### src/rtl/jt12_decim_ctrl_if.sv
// Configuration, strobe and sample-handshake signals of the decimator controller.
// The controller connects through the slave modport; the driving side uses master.
interface jt12_decim_ctrl_if #(
  parameter int unsigned DIVW  = 8,
  parameter int unsigned RATEW = 4
);
  logic             enable;
  logic             cfg_we;
  logic [DIVW-1:0]  cfg_div;
  logic [RATEW-1:0] cfg_rate;
  logic             out_ack;
  logic             ovr_clr;
  logic             cen_in;
  logic             cen_out;
  logic [RATEW-1:0] phase;
  logic             out_valid;
  logic             overrun;
  logic             busy;

  modport slave (
    input  enable, cfg_we, cfg_div, cfg_rate, out_ack, ovr_clr,
    output cen_in, cen_out, phase, out_valid, overrun, busy
  );

  modport master (
    output enable, cfg_we, cfg_div, cfg_rate, out_ack, ovr_clr,
    input  cen_in, cen_out, phase, out_valid, overrun, busy
  );
endinterface

### src/rtl/jt12_decim_ctrl.sv
// Clock-enable generator for a decimator: input-rate strobe from a clk divider,
// output-rate strobe every cfg_rate+1 input strobes, plus sample valid/overrun tracking.
module jt12_decim_ctrl #(
  parameter int unsigned DIVW     = 8,
  parameter int unsigned RATEW    = 4,
  parameter int unsigned DIV_RST  = 0,
  parameter int unsigned RATE_RST = 1
) (
  input  logic               clk,
  input  logic               rst_n,
  jt12_decim_ctrl_if.slave   bus
);

  logic [DIVW-1:0]  div_q,   div_d;
  logic [RATEW-1:0] rate_q,  rate_d;
  logic [DIVW-1:0]  pdiv_q,  pdiv_d;
  logic [RATEW-1:0] prate_q, prate_d;
  logic             busy_q,  busy_d;
  logic [DIVW-1:0]  cnt_q,   cnt_d;
  logic [RATEW-1:0] phase_q, phase_d;
  logic             cen_in_q,  cen_in_d;
  logic             wrap_q,    wrap_d;
  logic             cen_out_q, cen_out_d;
  logic             valid_q,   valid_d;
  logic             ovr_q,     ovr_d;
  logic             tick;
  logic             apply;

  always_comb begin
    div_d     = div_q;
    rate_d    = rate_q;
    pdiv_d    = pdiv_q;
    prate_d   = prate_q;
    busy_d    = busy_q;
    cnt_d     = '0;
    phase_d   = '0;
    cen_in_d  = 1'b0;
    wrap_d    = 1'b0;
    cen_out_d = wrap_q;
    tick      = bus.enable && (cnt_q == div_q);
    apply     = busy_q && (cen_out_q || !bus.enable);

    if (bus.enable) begin
      cnt_d    = tick ? '0 : cnt_q + 1'b1;
      cen_in_d = tick;
      phase_d  = phase_q;
      if (tick) begin
        phase_d = (phase_q == rate_q) ? '0 : phase_q + 1'b1;
        wrap_d  = (phase_q == rate_q);
      end
    end

    // New settings take effect on a clean boundary: counters restart at 0
    // and the strobe that would coincide with the switch is dropped.
    if (apply) begin
      div_d    = pdiv_q;
      rate_d   = prate_q;
      busy_d   = 1'b0;
      cnt_d    = '0;
      phase_d  = '0;
      cen_in_d = 1'b0;
      wrap_d   = 1'b0;
    end

    if (bus.cfg_we) begin
      pdiv_d  = bus.cfg_div;
      prate_d = bus.cfg_rate;
      busy_d  = 1'b1;
    end

    valid_d = cen_out_q | (valid_q & ~bus.out_ack);
    ovr_d   = (cen_out_q & valid_q & ~bus.out_ack) | (ovr_q & ~bus.ovr_clr);
  end

  always_ff @(posedge clk) begin
    if (!rst_n) begin
      div_q     <= DIVW'(DIV_RST);
      rate_q    <= RATEW'(RATE_RST);
      pdiv_q    <= '0;
      prate_q   <= '0;
      busy_q    <= 1'b0;
      cnt_q     <= '0;
      phase_q   <= '0;
      cen_in_q  <= 1'b0;
      wrap_q    <= 1'b0;
      cen_out_q <= 1'b0;
      valid_q   <= 1'b0;
      ovr_q     <= 1'b0;
    end else begin
      div_q     <= div_d;
      rate_q    <= rate_d;
      pdiv_q    <= pdiv_d;
      prate_q   <= prate_d;
      busy_q    <= busy_d;
      cnt_q     <= cnt_d;
      phase_q   <= phase_d;
      cen_in_q  <= cen_in_d;
      wrap_q    <= wrap_d;
      cen_out_q <= cen_out_d;
      valid_q   <= valid_d;
      ovr_q     <= ovr_d;
    end
  end

  assign bus.cen_in    = cen_in_q;
  assign bus.cen_out   = cen_out_q;
  assign bus.phase     = phase_q;
  assign bus.out_valid = valid_q;
  assign bus.overrun   = ovr_q;
  assign bus.busy      = busy_q;

endmodule

### src/flat_wrapper.sv
// flat-port wrapper written by rule: the top's interface ports become plain ports
module jt12_decim_ctrl_flat 
#(
  parameter int unsigned DIVW     = 8,
  parameter int unsigned RATEW    = 4,
  parameter int unsigned DIV_RST  = 0,
  parameter int unsigned RATE_RST = 1
)
  (clk, rst_n, bus_enable, bus_cfg_we, bus_cfg_div, bus_cfg_rate, bus_out_ack, bus_ovr_clr, bus_cen_in, bus_cen_out, bus_phase, bus_out_valid, bus_overrun, bus_busy);
  jt12_decim_ctrl_if #(.DIVW(DIVW), .RATEW(RATEW)) bus_i ();
  input  logic clk;
  input  logic rst_n;
  input wire logic [$bits(bus_i.enable)-1:0] bus_enable;
  input wire logic [$bits(bus_i.cfg_we)-1:0] bus_cfg_we;
  input wire logic [$bits(bus_i.cfg_div)-1:0] bus_cfg_div;
  input wire logic [$bits(bus_i.cfg_rate)-1:0] bus_cfg_rate;
  input wire logic [$bits(bus_i.out_ack)-1:0] bus_out_ack;
  input wire logic [$bits(bus_i.ovr_clr)-1:0] bus_ovr_clr;
  output wire logic [$bits(bus_i.cen_in)-1:0] bus_cen_in;
  output wire logic [$bits(bus_i.cen_out)-1:0] bus_cen_out;
  output wire logic [$bits(bus_i.phase)-1:0] bus_phase;
  output wire logic [$bits(bus_i.out_valid)-1:0] bus_out_valid;
  output wire logic [$bits(bus_i.overrun)-1:0] bus_overrun;
  output wire logic [$bits(bus_i.busy)-1:0] bus_busy;
  assign bus_i.enable = bus_enable;
  assign bus_i.cfg_we = bus_cfg_we;
  assign bus_i.cfg_div = bus_cfg_div;
  assign bus_i.cfg_rate = bus_cfg_rate;
  assign bus_i.out_ack = bus_out_ack;
  assign bus_i.ovr_clr = bus_ovr_clr;
  assign bus_cen_in = bus_i.cen_in;
  assign bus_cen_out = bus_i.cen_out;
  assign bus_phase = bus_i.phase;
  assign bus_out_valid = bus_i.out_valid;
  assign bus_overrun = bus_i.overrun;
  assign bus_busy = bus_i.busy;
  jt12_decim_ctrl #(.DIVW(DIVW), .RATEW(RATEW), .DIV_RST(DIV_RST), .RATE_RST(RATE_RST)) u_core (.clk(clk), .rst_n(rst_n), .bus(bus_i));
endmodule
### config.mk
export PLATFORM = sky130hd
export DESIGN_NAME = jt12_decim_ctrl_flat
export DESIGN_NICKNAME = d
export VERILOG_FILES = /design/src/rtl/jt12_decim_ctrl_if.sv /design/src/rtl/jt12_decim_ctrl.sv /design/src/flat_wrapper.sv
export SDC_FILE = /design/constraint.sdc
export NUM_CORES = 1
export LEC_CHECK = 0
export CORE_ASPECT_RATIO = 0.6
export CORE_MARGIN = 1.5
export CORE_UTILIZATION = 40
export CTS_CLUSTER_SIZE = 12
export DETAILED_ROUTE_END_ITERATION = 6
export PLACE_DENSITY_LB_ADDON = 0.05
export SLEW_MARGIN = 5
export SYNTH_ARGS = -nofsm -noshare
export SYNTH_HDL_FRONTEND = slang
export SYNTH_SLANG_ARGS = --single-unit
### constraint.sdc
create_clock -name clk -period 4.6 [get_ports clk]
set_input_delay 1.38 -clock clk [delete_from_list [all_inputs] [get_ports clk]]
set_output_delay 1.38 -clock clk [all_outputs]
set_load 0.03 [all_outputs]
==> out/results.env, run 1 <==
MAPPEDNETLISTNETS=190
REQUIRED_ARRIVAL_TIME_AT_THE_WORST_ENDPOINT_PS=4810
MOST_FREQUENT_STANDARD_CELL_IN_THE_LAYOUT_EXCLUDING_FILL_AND_TAP_CELLS='sky130_fd_sc_hd__dfxtp_1'
WORSTPATHCELLLIST='clkdlybuf4s50_1 > nand3_1 > a21oi_1 > o21ai_0 > o31ai_1'
GRT_SETUP_UNREPAIRED='no'
PLACEDCELLCOUNT=251
SYNTHCELLS=170
DRT-INITIAL-DRC-COUNT=21
LARGEST_NET_DEGREE_AT_THE_START_OF_GLOBAL_ROUTING=31
CRITICALPATHCATEGORY='input port to flop'
CTS.HOLD.BUFFERS_ADDED=0
SYNTH.DISTINCT_CELLS=29
PATH_CLK_SLEW_PS=80
GRT_PASS1_VIAS=994
CRITICAL-PATH-MAX-STAGE-DELAY_PS=1010
INSERTION_DELAY_PS=290
TOTAL_LEAKAGE_POWER_uW=0.000966
POSTCTSSETUPREPAIRBUFS=0
MOSTFREQUENTLAYOUTCELLS='42 x sky130_fd_sc_hd__dfxtp_1, 26 x sky130_fd_sc_hd__nor2b_1, 26 x sky130_fd_sc_hd__clkdlybuf4s50_1'
FLOORPLAN.INITIALDENSITY_PCT=42.3
TIMING.FMAX_GHz=0.330
CRITPATHMAXFANOUT=30
START_POINT_OF_THE_CRITICAL_PATH='rst_n'
POWER_PER_CELL_AREA_nW_PER_UM2=369
POST_DETAILED_PLACEMENT_CELL_AREA_UM2=2070
HPWL_AFTER_DPL_UM=2360
FINAL_HOLD_VIOL_COUNT=0
ANTENNA-DIODE-COUNT=0
WORST-R2R-SETUP-SLACK_PS=2640
FLOW.AREA_GROWTH_FROM_SYNTHESIS_PCT=26.4
CHIP_WIDTH_UM=88.4
NUM_VIAS=1191
RELSLEWSLACK_PCT=29.8
SYNTH.FF_LATCH_COUNT=42
HTREE_LEVELS=2
VDD.IR_DROP.WORST_mV=0.128
GLOBALROUTETOTALUTIL_PCT=14.8
CLASS_OF_THE_TIGHTEST_HOLD_OR_REMOVAL_CHECK='flop to flop'
CRIT_SLOWEST_CELL='sky130_fd_sc_hd__clkdlybuf4s50_1'
R2R_START='u_core.bus.phase[0]'
CP_ENDPOINT_KIND='flop'
FLOORPLAN.IO_PINS=27
WORST_R2R_PATH_DEPTH=5
SYNTH_AREA_PER_CELL_UM2=10.3
CTS_ROOT_BUF='sky130_fd_sc_hd__clkbuf_8'
ROUTER_ITERATIONS_BEFORE_ANTENNA_REPAIR=4
CTS_RESIZED=0
INSTANCES_NO_FILL=259
SETUP_VIOLATIONS=0
FINAL_LAYOUT_SIZE_SUFFIX_GT1_SHARE_PCT=6.53
CTS_SINKS=42
DEPTH_OF_THE_CRITICAL_TIMING_PATH_WITH_BUFFERS_AND_INVERTERS_INCLUDED=5
FINALNETCOUNT=218
MIN_FROM='u_core.cen_out_d'
TIMING.CLOCK.SKEW_PS=3.11
TIMING.SETUP.TNS_PS=0
CTS_MADE_BUFFERS=5
GRT_ANTENNA_BEFORE_REPAIR=0
CP-START-KIND='input port'
DIE_Y_UM=54.3
WIRELENGTH_UM=3270
WORST_EP_ARRIVAL_TIME_PS=3240
RUN_STATUS='complete, no violations'
CORE_AREA_UM2=4140
SYNTH_SEQ_AREA_SHARE_PCT=48.0
MIN_TO='u_core.bus.cen_out'
SYNTH.YOSYS.WARNINGS=0
POST_SYNTH_INSTANCE_AREA_UM2=1750
POSTSYNTH.ASYNCRESETSHARE_PCT=0
SYNTH_TOP_FLOP_CELL='sky130_fd_sc_hd__dfxtp_1'
TRITONCTS='done'
FINAL_CORE_UTIL_PCT=53.4
FINAL_PERIOD_MINUS_WORST_SETUP_SLACK_PS=3030
ROWS=18
ROUTABILITYCONGESTION=0.864
TIMING.RR.END='u_core.bus.phase[2]'
CRITPATHTOPFAMILY='buffers and inverters'
IO_BUFFER_COUNT=26
TIMING.FINAL.MAX_SLEW_VIOLATIONS=0
DRV_CAP=0
ROUTE.DETAILED.DRC=0
CTS.PATH.MAX_BUFFERS=2
ANTENNA_VIOLATING_NETS_POST_ROUTE=0
TIMING.HOLD.WS_PS=452
MIN_PATH_CELLS=1
FIN_AREA_UM2=2210
AVGVIACOUNTPERCELL=4.60
FIRST_PASS_GRT_WIRE_LENGTH_UM=5060
DIE-AREA_UM2=4800
GLOBAL_ROUTE_OVERFLOW=0
SYNTH_EDF_COUNT=0
TIGHTESTPINTRANSITION_PS=1040
ROUTE.DETAILED.WL_PER_INST_UM=12.6
TIMING.FINAL.CRIT_SHARE_PCT=65.9
CRITICAL_PATH.N_BUFFERS_INVERTERS=1
## power by group
part	internal (uW)	total, uW	leakage, uW	switching, uW
clock network	231	357	0.0000714	125
logic	39.9	75.0	0.000553	35.2
registers	375	384	0.000342	8.67
total	647	816	0.000966	169
## stage by stage
step	total power, uW	setup slack, ps
CTS	824	1560
global placement	466	1290
floorplan	438	2190
detailed placement	468	1260
finish	816	1570
global route	847	1370
## layout make-up
cell class                      instances  area (um2)
Clock buffer                            6        82.6
Clock inverter                          2        60.1
Fill cell                             394        1930
Inverter                                1        3.75
Multi-Input combinational cell        121         883
Sequential cell                        42         841
Tap cell                               60        75.1
Timing Repair Buffer                   27         268
## state kept, by name (all words and copies together), names as in the netlist
name and cells:
u_core.prate_q 4, u_core.bus.cen_out 1, u_core.cen_out_d 1, u_core.rate_q 4
u_core.bus.out_valid 1, u_core.bus.overrun 1, u_core.pdiv_q 8, u_core.bus.phase 4
u_core.bus.cen_in 1, u_core.div_q 8, u_core.bus.busy 1, u_core.cnt_q 8
## synthesized netlist by cell type, types with 3 or more instances
cell type	n	area, um2
sky130_fd_sc_hd__nor2b_1	26	163
sky130_fd_sc_hd__clkbuf_1	4	15.0
sky130_fd_sc_hd__mux2i_1	24	240
sky130_fd_sc_hd__dfxtp_1	42	841
sky130_fd_sc_hd__a21oi_1	3	15.0
sky130_fd_sc_hd__nand3_1	6	30.0
sky130_fd_sc_hd__nor2_1	11	41.3
sky130_fd_sc_hd__nand2_1	8	30.0
sky130_fd_sc_hd__xnor2_1	3	26.3
sky130_fd_sc_hd__xor2_1	15	131
sky130_fd_sc_hd__and2_1	3	18.8
## worst max-delay path by stage
stage          slack, ps                  end
5_1_grt             1370  u_core.bus.phase[2]
2_1_floorplan       2190     u_core.pdiv_q[3]
4_1_cts             1560  u_core.bus.phase[2]
6_report            1570  u_core.bus.phase[2]
3_3_place_gp        1290  u_core.bus.phase[2]
3_5_place_dp        1260  u_core.bus.phase[2]
## logic make-up after synthesis
logic type,after synthesis,share of synthesized area (%)
AND/OR/NAND/NOR,65,22.0
flip-flops,42,48.0
multiplexers,24,13.7
XOR/XNOR,18,9.00
AO/OA/AOI/OAI,12,4.29
buffers and inverters,7,1.57
adder cells (fa/ha/maj),2,1.43
## per-layer routing
metal	global-route usage, %	up-vias	part of all wire (%)
met4	5.47	0	0.83
met2	19.2	25	35
li1	-	628	-
met3	4.98	5	5.3
met1	22.2	533	59
met5	0	-	0
No activity file was read; power rests on OpenSTA's default activity.
==> run 2: changes to the inputs <==
==> constraint.sdc (replaced) <==
create_clock -name clk -period 2.8 [get_ports clk]
set_input_delay 0.84 -clock clk [delete_from_list [all_inputs] [get_ports clk]]
set_output_delay 0.84 -clock clk [all_outputs]
set_load 0.03 [all_outputs]
==> out/results.env, run 2 (synthesis gave the netlist of run 1 again) <==
RUN_STATUS='complete, no violations'  # unchanged
FINAL_LAYOUT_SIZE_SUFFIX_GT1_SHARE_PCT=6.50  # was 6.53%
CHIP_WIDTH_UM=88.4  # unchanged
TIMING.HOLD.WS_PS=464  # was 452 ps
CTS_SINKS=42  # unchanged
VDD.IR_DROP.WORST_mV=0.246  # was 0.128 mV
FLOORPLAN.INITIALDENSITY_PCT=42.3  # unchanged
REQUIRED_ARRIVAL_TIME_AT_THE_WORST_ENDPOINT_PS=1960  # was 4810 ps
CP_ENDPOINT_KIND='output pin'  # was flop
CTS_ROOT_BUF='sky130_fd_sc_hd__clkbuf_8'  # unchanged
SETUP_VIOLATIONS=0  # unchanged
GLOBALROUTETOTALUTIL_PCT=15.9  # was 14.8%
WIRELENGTH_UM=3370  # was 3270 um
FLOORPLAN.IO_PINS=27  # unchanged
CRITICAL-PATH-MAX-STAGE-DELAY_PS=730  # was 1010 ps
HPWL_AFTER_DPL_UM=2470  # was 2360 um
ANTENNA_VIOLATING_NETS_POST_ROUTE=0  # unchanged
CRIT_SLOWEST_CELL='sky130_fd_sc_hd__clkdlybuf4s50_1'  # unchanged
TIMING.SETUP.TNS_PS=0  # unchanged
FIN_AREA_UM2=2170  # was 2210 um2
PLACEDCELLCOUNT=252  # was 251
IO_BUFFER_COUNT=26  # unchanged
POST_DETAILED_PLACEMENT_CELL_AREA_UM2=2080  # was 2070 um2
POWER_PER_CELL_AREA_nW_PER_UM2=533  # was 369 nW/um2
CRITPATHMAXFANOUT=7  # was 30
CTS.PATH.MAX_BUFFERS=2  # unchanged
GRT_SETUP_UNREPAIRED='no'  # unchanged
CORE_AREA_UM2=4140  # unchanged
MOST_FREQUENT_STANDARD_CELL_IN_THE_LAYOUT_EXCLUDING_FILL_AND_TAP_CELLS='sky130_fd_sc_hd__dfxtp_1'  # unchanged
CRITICALPATHCATEGORY='flop to output pin'  # was input port to flop
CRITICAL_PATH.N_BUFFERS_INVERTERS=1  # unchanged
ROUTE.DETAILED.WL_PER_INST_UM=13.0  # was 12.6 um
NUM_VIAS=1208  # was 1191
REG.LARGEST.LIST='u_core.cnt_q (8), u_core.div_q (8), u_core.pdiv_q (8)'  # unchanged
FINALNETCOUNT=219  # was 218
MOSTFREQUENTLAYOUTCELLS='42 x sky130_fd_sc_hd__dfxtp_1, 26 x sky130_fd_sc_hd__nor2b_1, 26 x sky130_fd_sc_hd__clkdlybuf4s50_1'  # unchanged
GLOBAL_ROUTE_OVERFLOW=0  # unchanged
FIRST_PASS_GRT_WIRE_LENGTH_UM=5540  # was 5060 um
TRITONCTS='done'  # unchanged
TIMING.FMAX_GHz=0.429
DIE_Y_UM=54.3  # unchanged
DRV_CAP=0  # unchanged
TIMING.FINAL.MAX_SLEW_VIOLATIONS=0  # unchanged
DIE-AREA_UM2=4800  # unchanged
TIMING.CLOCK.SKEW_PS=2.67  # was 3.11 ps
ROUTABILITYCONGESTION=0.821  # was 0.864
AREA_USED_BY_MULTI_INPUT_COMBINATIONAL_LOGIC_UM2=883  # unchanged
TIMING.FINAL.CRIT_SHARE_PCT=83.2
ROUTE.DETAILED.DRC=0  # unchanged
CP-START-KIND='flop'  # was input port
AREA.SEQUENTIAL_UM2=841  # unchanged
FINAL_HOLD_VIOL_COUNT=0  # unchanged
HTREE_LEVELS=2  # unchanged
FLOW.AREA_GROWTH_FROM_SYNTHESIS_PCT=23.9  # was 26.4%
INSERTION_DELAY_PS=290  # about the same
AVGVIACOUNTPERCELL=4.65  # was 4.60
TOTAL_LEAKAGE_POWER_uW=0.000948  # was 0.000966 uW
ANTENNA-DIODE-COUNT=0  # unchanged
TIGHTESTPINTRANSITION_PS=987  # was 1040 ps
CTS.HOLD.BUFFERS_ADDED=0  # unchanged
DRT-INITIAL-DRC-COUNT=23  # was 21
POSTCTSSETUPREPAIRBUFS=0  # unchanged
GRT_PASS1_VIAS=1188  # was 994
ROWS=18  # unchanged
CTS_MADE_BUFFERS=5  # unchanged
WORST-R2R-SETUP-SLACK_PS=890  # was 2640 ps
CLASS_OF_THE_TIGHTEST_HOLD_OR_REMOVAL_CHECK='flop to flop'  # unchanged
GRT_ANTENNA_BEFORE_REPAIR=0  # unchanged
ROUTER_ITERATIONS_BEFORE_ANTENNA_REPAIR=4  # unchanged
WORST_EP_ARRIVAL_TIME_PS=1490  # was 3240 ps
FILL_CELLS=395  # was 394
RELSLEWSLACK_PCT=33.6  # was 29.8%
WORSTPATHCELLLIST='clkdlybuf4s50_1'  # was clkdlybuf4s50_1 > nand3_1 > a21oi_1 > o21ai_0 > o31ai_1
PATH_CLK_SLEW_PS=80  # about the same
FINAL_PERIOD_MINUS_WORST_SETUP_SLACK_PS=2330
CRITPATHTOPFAMILY='buffers and inverters'  # unchanged
INSTANCES_NO_FILL=260  # was 259
LARGEST_NET_DEGREE_AT_THE_START_OF_GLOBAL_ROUTING=29  # was 31
CTS_RESIZED=0  # unchanged
POWER.TOTAL_uW=1160  # was 816 uW
[run 2: cell count changes in the layout (fill, tap and decap cells not counted)]
cell and delta:
sky130_fd_sc_hd__bufinv_16 -2, sky130_fd_sc_hd__clkbuf_1 +1, sky130_fd_sc_hd__clkinv_2 +1, sky130_fd_sc_hd__buf_4 +1
[run 2: report_power, final]
group	total [uW]	switching, uW	internal, uW
registers	631	14.8	617
clock network	400	201	199
logic	124	58.0	66.0
total	1160	274	882
[run 2: worst register-to-register path, stage by stage (launching register included)]
cell and delay (ps):
sky130_fd_sc_hd__dfxtp_1 470, sky130_fd_sc_hd__xor2_1 110, sky130_fd_sc_hd__nor4_1 840, sky130_fd_sc_hd__a31oi_1 90, sky130_fd_sc_hd__o21ai_0 190, sky130_fd_sc_hd__a21oi_1 90
[run 2: worst paths after layout]
check                           cells after the start             endpoint                start
worst max-delay path                                1         bus_phase[0]  u_core.bus.phase[0]
worst min register to register                      1   u_core.bus.cen_out     u_core.cen_out_d
worst min-delay path                                1   u_core.bus.cen_out     u_core.cen_out_d
worst max register to register                      5  u_core.bus.phase[3]  u_core.bus.phase[0]
[run 2: layout make-up]
type	instances	share of cell area, %
multi-input cells	121	40.7
clock buffers	7	3.98
well taps	60	3.46
clock inverters	1	0.231
inverters	1	0.173
repair buffers	28	12.7
flip-flops and latches	42	38.8
[run 2: per-layer routing]
layer	global-route usage, %	vias to the layer above	share of wire (%)
met5	0	-	0
met4	5.73	0	1.1
met3	4.52	5	3.3
met2	23.8	16	40
met1	22.0	556	56
li1	-	631	-
[run 2: metrics by stage]
stage | setup slack [ps] | util (%)
3_3_place_gp | 544 | 50.2
4_1_cts | 463 | 52.4
5_1_grt | 426 | 52.4
3_5_place_dp | 504 | 50.2
2_1_floorplan | 926 | -
6_report | 471 | 52.4
